`config.mk`:
```
export PLATFORM = sky130hd
export DESIGN_NAME = circle_controller
export DESIGN_NICKNAME = d
export VERILOG_FILES = /design/src/rtl/circle_controller.sv
export SDC_FILE = /design/constraint.sdc
export NUM_CORES = 1
export LEC_CHECK = 0
export ABC_AREA = 1
export CAP_MARGIN = 20
export CELL_PAD_IN_SITES_DETAIL_PLACEMENT = 1
export CELL_PAD_IN_SITES_GLOBAL_PLACEMENT = 1
export CORE_ASPECT_RATIO = 0.5
export CORE_MARGIN = 4
export CORE_UTILIZATION = 36
export DETAILED_ROUTE_END_ITERATION = 8
export GPL_TIMING_DRIVEN = 0
export PLACE_DENSITY_LB_ADDON = 0.1
export SYNTH_ARGS = -nofsm -noshare
export SYNTH_HDL_FRONTEND = slang
export SYNTH_SLANG_ARGS = --single-unit
```
`constraint.sdc`:
```
create_clock -name clock -period 2.55 [get_ports clock]
set_input_delay 0.51 -clock clock [delete_from_list [all_inputs] [get_ports clock]]
set_output_delay 0.51 -clock clock [all_outputs]
set_load 0.1 [all_outputs]
```
`src/rtl/circle_controller.sv`:
```
// rtl/circle_controller.sv - circle point sequencer: issues NUM_POINTS fetches per reference pixel
// and tracks the matching register writes through a READ_LATENCY-deep valid/index pipeline.
module circle_controller #(
    parameter int NUM_POINTS   = 16,
    parameter int IDX_W        = 4,
    parameter int ADDR_W       = 15,
    parameter int READ_LATENCY = 2
) (
    input  logic              clock,
    input  logic              reset,
    input  logic              start,
    input  logic              abort,
    input  logic [ADDR_W-1:0] refAddr,
    output logic [ADDR_W-1:0] curRef,
    output logic [IDX_W-1:0]  adjNumber,
    output logic              adjValid,
    output logic [IDX_W-1:0]  regAddr,
    output logic              regWrite,
    output logic              matReaden,
    output logic              busy
);

    typedef enum logic [1:0] {
        S_IDLE,
        S_ISSUE,
        S_DRAIN,
        S_DONE
    } state_t;

    localparam logic [IDX_W-1:0] LAST_IDX = IDX_W'(NUM_POINTS - 1);

    state_t            r_state;
    logic [ADDR_W-1:0] r_cur_ref;
    logic [IDX_W-1:0]  r_cnt;
    logic              r_adj_valid;
    logic              r_mat_readen;
    logic              r_busy;
    logic              r_pipe_v   [READ_LATENCY];
    logic [IDX_W-1:0]  r_pipe_idx [READ_LATENCY];

    logic w_last_issue;
    logic w_last_write;

    assign w_last_issue = (r_cnt == LAST_IDX);
    assign w_last_write = r_pipe_v[READ_LATENCY-1] &&
                          (r_pipe_idx[READ_LATENCY-1] == LAST_IDX);

    always_ff @(posedge clock) begin
        if (reset) begin
            r_state      <= S_IDLE;
            r_cur_ref    <= '0;
            r_cnt        <= '0;
            r_adj_valid  <= 1'b0;
            r_mat_readen <= 1'b0;
            r_busy       <= 1'b0;
            for (int i = 0; i < READ_LATENCY; i++) begin
                r_pipe_v[i]   <= 1'b0;
                r_pipe_idx[i] <= '0;
            end
        end else if (abort && (r_state != S_IDLE)) begin
            // Flushing the pipeline here is what suppresses the remaining writes.
            r_state      <= S_IDLE;
            r_cnt        <= '0;
            r_adj_valid  <= 1'b0;
            r_mat_readen <= 1'b0;
            r_busy       <= 1'b0;
            for (int i = 0; i < READ_LATENCY; i++) begin
                r_pipe_v[i]   <= 1'b0;
                r_pipe_idx[i] <= '0;
            end
        end else begin
            r_pipe_v[0]   <= r_adj_valid;
            r_pipe_idx[0] <= r_adj_valid ? r_cnt : '0;
            for (int i = 1; i < READ_LATENCY; i++) begin
                r_pipe_v[i]   <= r_pipe_v[i-1];
                r_pipe_idx[i] <= r_pipe_idx[i-1];
            end
            r_mat_readen <= 1'b0;

            case (r_state)
                S_IDLE: begin
                    if (start && !abort) begin
                        r_state     <= S_ISSUE;
                        r_cur_ref   <= refAddr;
                        r_cnt       <= '0;
                        r_adj_valid <= 1'b1;
                        r_busy      <= 1'b1;
                    end
                end
                S_ISSUE: begin
                    // Counter parks at the last point and is cleared on exit, so it never wraps.
                    if (w_last_issue) begin
                        r_state     <= S_DRAIN;
                        r_cnt       <= '0;
                        r_adj_valid <= 1'b0;
                    end else begin
                        r_cnt <= r_cnt + 1'b1;
                    end
                end
                S_DRAIN: begin
                    if (w_last_write) begin
                        r_state      <= S_DONE;
                        r_mat_readen <= 1'b1;
                    end
                end
                S_DONE: begin
                    r_state <= S_IDLE;
                    r_busy  <= 1'b0;
                end
                default: begin
                    r_state <= S_IDLE;
                end
            endcase
        end
    end

    assign curRef    = r_cur_ref;
    assign adjNumber = r_cnt;
    assign adjValid  = r_adj_valid;
    assign regAddr   = r_pipe_idx[READ_LATENCY-1];
    assign regWrite  = r_pipe_v[READ_LATENCY-1];
    assign matReaden = r_mat_readen;
    assign busy      = r_busy;

endmodule

```
### After elaboration in Yosys (flattened, before gate mapping)

Memory sizes are Yosys's and may differ from the RTL's.
Index checks and enable logic that the tools add are counted.

* register bits after elaboration: 24
* RAM bits: 10
* input port bits: 19
* output and inout port bits: 27
* word-level logic and storage cells: 71
* memories kept: 2

Memory list
* r_pipe_idx: words 2, width 4, read ports 2, clocked after Yosys merged registers in 0, write ports 2, RTL line 39 `logic [IDX_W-1:0] r_pipe_idx [READ_LATENCY];`
* r_pipe_v: words 2, width 1, read ports 2, clocked after Yosys merged registers in 0, write ports 2, RTL line 38 `logic r_pipe_v [READ_LATENCY];`

* $add $sub $neg: 1
* equality and inequality tests: 8
* muxes and demuxes: 29
* bitwise logic cells: 10
* reductions and logical operators: 15

Operator list (number)
* two-way mux 4 bit: 7
* two-way mux 1 bit: 15
* AND reduction 3 bit: 3
* == test 4 bit, second input constant: 2
* OR 1 bit: 8
* case mux 2 bit (4 select lines): 1
* case mux 4 bit (2 select lines): 1
* two-way mux 2 bit: 3
* inequality test 2 bit, second input constant: 3
* nonzero test 2 bit: 3
* adder 4 x 1 -> 4 bit, second input constant: 1
* == test 2 bit, second input constant: 2
* case mux 1 bit (2 select lines): 2
* AND reduction 2 bit: 2
* logical AND 1 bit: 3
* OR reduction 3 bit: 1
* == test 2 x 1 -> 1 bit, second input constant: 1
* logical NOT 2 bit: 1
* NOT 1 bit: 2
* OR reduction 2 bit: 1
* logical NOT 1 bit: 1

### Logic depth before layout (Yosys ltp)

* depth after elaboration: 7
* gate-level depth with buffers: 9
* gate-level depth less buffers: 9

### Worst setup path after synthesis

No wires, ideal clock.

* path kind: flip-flop to flip-flop
* start point: register r_cnt[1] (netlist: adjNumber[1])
* end point: register r_state[1]
* setup time: 0.113 ns
* arrival time: 1.763 ns
* data required time: 2.437 ns
* path slack: 0.674 ns
* stages on the path, launching flop included: 9
* buffers on the path: 0
* clock period less this slack: 1.876 ns
* cells stage by stage: dfxtp_1 > ha_1 > nand2_1 > nand2_1 > nand2_1 > nor2_1 > nand2_1 > nor2_1 > nor2_1

* word-level cells in the longest chain between the ends: 3

RTL lines
* from (decl): RTL line 34 `logic [IDX_W-1:0] r_cnt;`
* from (signal assigned): RTL line 97 `r_cnt <= r_cnt + 1'b1;`
* == test 4 bit: RTL line 44 `assign w_last_issue = (r_cnt == LAST_IDX);`
* inequality test 2 bit (no line)
* AND reduction 3 bit (no line)
* to (signal assigned): RTL line 50 `r_state <= S_IDLE;`
* to (signal assigned): RTL line 62 `r_state <= S_IDLE;`
* to (signal assigned): RTL line 83 `r_state <= S_ISSUE;`
* to (decl): RTL line 32 `state_t r_state;`

Every way passes these cells.
A chain may end at the register's enable or synchronous reset.

==> impl_results.md <==
* P_int at 1.02 mW
* Skew-Pair Late Insertion Delay at 0.28 ns
* Dpl cells at 271
* Share of post-route cells with drive strength above 1 at 11.0%
* DRC Markers at 0
* GRT overflow at 0
* Std-Cell Rows at 15
* Die Ht at 52.9 microns
* Crit Path Max Fanout at 2
* IO buf count at 44
* Worst stage delay on the critical path at 1.11 ns
* Total wire length at 3440 microns
* WS Path Type: reg2out
* Placed wire-length estimate at 2650 microns
* Post-Synth Adder-Cell Area at 4.30%
* Clock share of power at 22.2%
* Most instantiated cells after synthesis: nand2_1, dfxtp_1, a21oi_1, inv_1, nor2_1
* Simple-Gate Fraction of Synth Area at 22.5%
* CP Depth at 2
* Worst Tran Pin Value at 1.02 ns
* Synth-to-layout area growth at 42.9%
* Peak Freq at 421 MHz
* Setup WS pre-CTS at 0.473 ns
* Yosys top cell area share at 33.0%
* Yosys warnings at 0
* Leak Pwr at 0.813 nW
* Setup ws final at 0.173 ns
* Status: completed
* Synth Area in XOR/XNOR at 0%
* Hold Vio Cnt, Final at 0
* Setup Fix Bufs, Post-CTS at 0
* Switching share of power at 43.4%
* Clock root buffer: clkbuf_8
* GRT Overall Usage at 15.2%
* Final Core Density at 56.8%
* RSZ-0062 raised after global routing: false
* Htree depth at 2
* Antenna viol nets, final at 0
* Die X at 97.9 microns
* # clock sinks at 34
* Clk_skew at 0.00499 ns
* Antenna cells at 0
* Avg Inst Size Synth at 8.71 sq um
* Routability congestion estimate at 0.786
* Post-synth top flop: dfxtp_1
* Syn Std Cell Area at 1450 sq um
* WP data arrival at 1.87 ns
* Core area at 3660 sq um
* # IOs at 46
* Crit end category: output port
* Crit path buffers/inverters at 2
* Vias per cell at 4.48
* FF+latch count, synth at 34
* Vias at 1246
* Cell with the most instances after synthesis: nand2_1
* Max_cap viols at 0
* Async SR Flop Fraction at 0%
* Comb pwr share at 41.6%
* Final net count at 251
* Fin. max-slew vios at 0
* Rel. slew slack at 31.6%
* Register area share after synthesis at 53.7%
* EDFF count, synth at 10
* Number of global-route vias before repair at 1316
* Smallest hold slack at 0.467 ns
* Initial DRC count at 27
* Post-synthesis compound-gate area fraction at 10.4%
* First-pass DRT Iterations at 4
* Die Footprint at 5180 sq um
* Cells after Synth at 167
* Reg2Reg Depth at 8
* Most area-hungry cell type in the Yosys netlist: dfxtp_1
* Flop pwr share at 36.3%
* TritonCTS clock tree: done
* Routed len/inst at 12.4 microns
* Pwr dens at 869 nW/um^2
* Worst VDD drop at 366 uV
* Largest net degree at the start of global routing at 11
* TNS Setup at 0 ns
* First-pass GRT wire length at 6090 microns
* Final setup fails at 0
* Delay-heaviest family, CP: buffers and inverters
* Initial antenna violation count at 0
* Longest Clk Path Bufs at 2
* NetSw at 0.784 mW
* Reg clk slew, reported paths at 0.07 ns
* Post-Layout Cell Count at 278
* Worst min path class: reg2reg
* CTS resizes at 0
* Critical-path top delay cell: clkdlybuf4s50_1
* Synth top area cells: dfxtp_1, edfxtp_1, nand2_1, a21oi_1, ha_1
* Worst Path Required at 2.04 ns
* Crit-path cells: buf_4 > clkdlybuf4s50_1
* Hold depth at 2
* Placed Instance Area at 1990 sq um
* Minimum clock period at 2.38 ns
* Post-layout power at 1.81 mW
* Startpoint type of the worst setup path: flop
* Initial Util at 39.7%
* Cts bufs inserted at 5
* Final cycle utilization of the critical path at 93.2%
* Yosys cell types at 26
* Hold buffers post-CTS at 0
* Post-synthesis mux area share at 0%
* Largest family of logic cells by synthesized area: simple AND/OR/NAND/NOR gates
* Design area at 2080 sq um
power by group through the flow:
stage          Combinational, mW  Sequential (mW)  Clock, mW
2_1_floorplan              0.262            0.971          0
3_3_place_gp               0.740            0.662          0
3_5_place_dp               0.753            0.666          0
4_1_cts                    0.756            0.655      0.408
5_1_grt                    0.798            0.664      0.443
6_report                   0.750            0.655      0.400
cell families after synthesis:
kind of cell	after synthesis
and+or+nand+nor	73
DFF	34
buffers and inverters	28
AOI/OAI and AO/OA	26
adders and majority gates	5
other	1
cell usage in the layout, fill, tap and decap left out, drive strengths merged:
master	count
or2	2
nor2	17
nor3	1
a21oi	21
buf	6
nor4	1
o21ai	4
clkdlybuf4s50	44
dfxtp	24
nand2	47
inv	20
clkbuf	9
conb	10
edfxtp	10
o31ai	1
ha	5
nand3	5
per-layer routing:
metal / vias to the layer above / share of wire (%) / wire (microns) / global-route usage [%]
met5: - / 0 / 0 / 0
met4: 0 / 1.3 / 46 / 5.52
met3: 7 / 8.4 / 288 / 6.84
met2: 36 / 45 / 1550 / 26.1
met1: 575 / 45 / 1560 / 17.1
li1: 628 / - / - / -
final cells by class:
cell class	instances	area, sq um
buffer	8	50.0
clock buffer	7	86.3
fill	444	1580
inverter	20	77.6
multi-input combinational	114	579
sequential	34	781
tap	51	63.8
timing repair buffer	44	440
worst reg2reg max path, stage by stage, from the launching register on:
cell     delay [ns]
dfxtp_1        0.33
inv_1          0.11
ha_1           0.30
inv_2          0.09
a21oi_4        0.22
inv_4          0.11
nor2_8         0.11
inv_2          0.07
nor2_2         0.09
flip-flops by register name, indices dropped and copies added (netlist names):
register	flops
adjNumber	4
adjValid	1
busy	1
curRef	15
matReaden	1
r_pipe_idx	8
r_pipe_v	2
r_state	2
path summary, 6_finish.rpt:
kind                    startpoint          endpoint  slack [ns]
setup / recovery  r_pipe_idx[0][7]        regAddr[3]        0.17
hold / removal          curRef[12]        curRef[12]        0.47
hold reg to reg         curRef[12]        curRef[12]        0.47
setup reg to reg        r_state[1]  r_pipe_idx[0][0]        0.96
No activity file was read; power rests on OpenSTA's default activity.
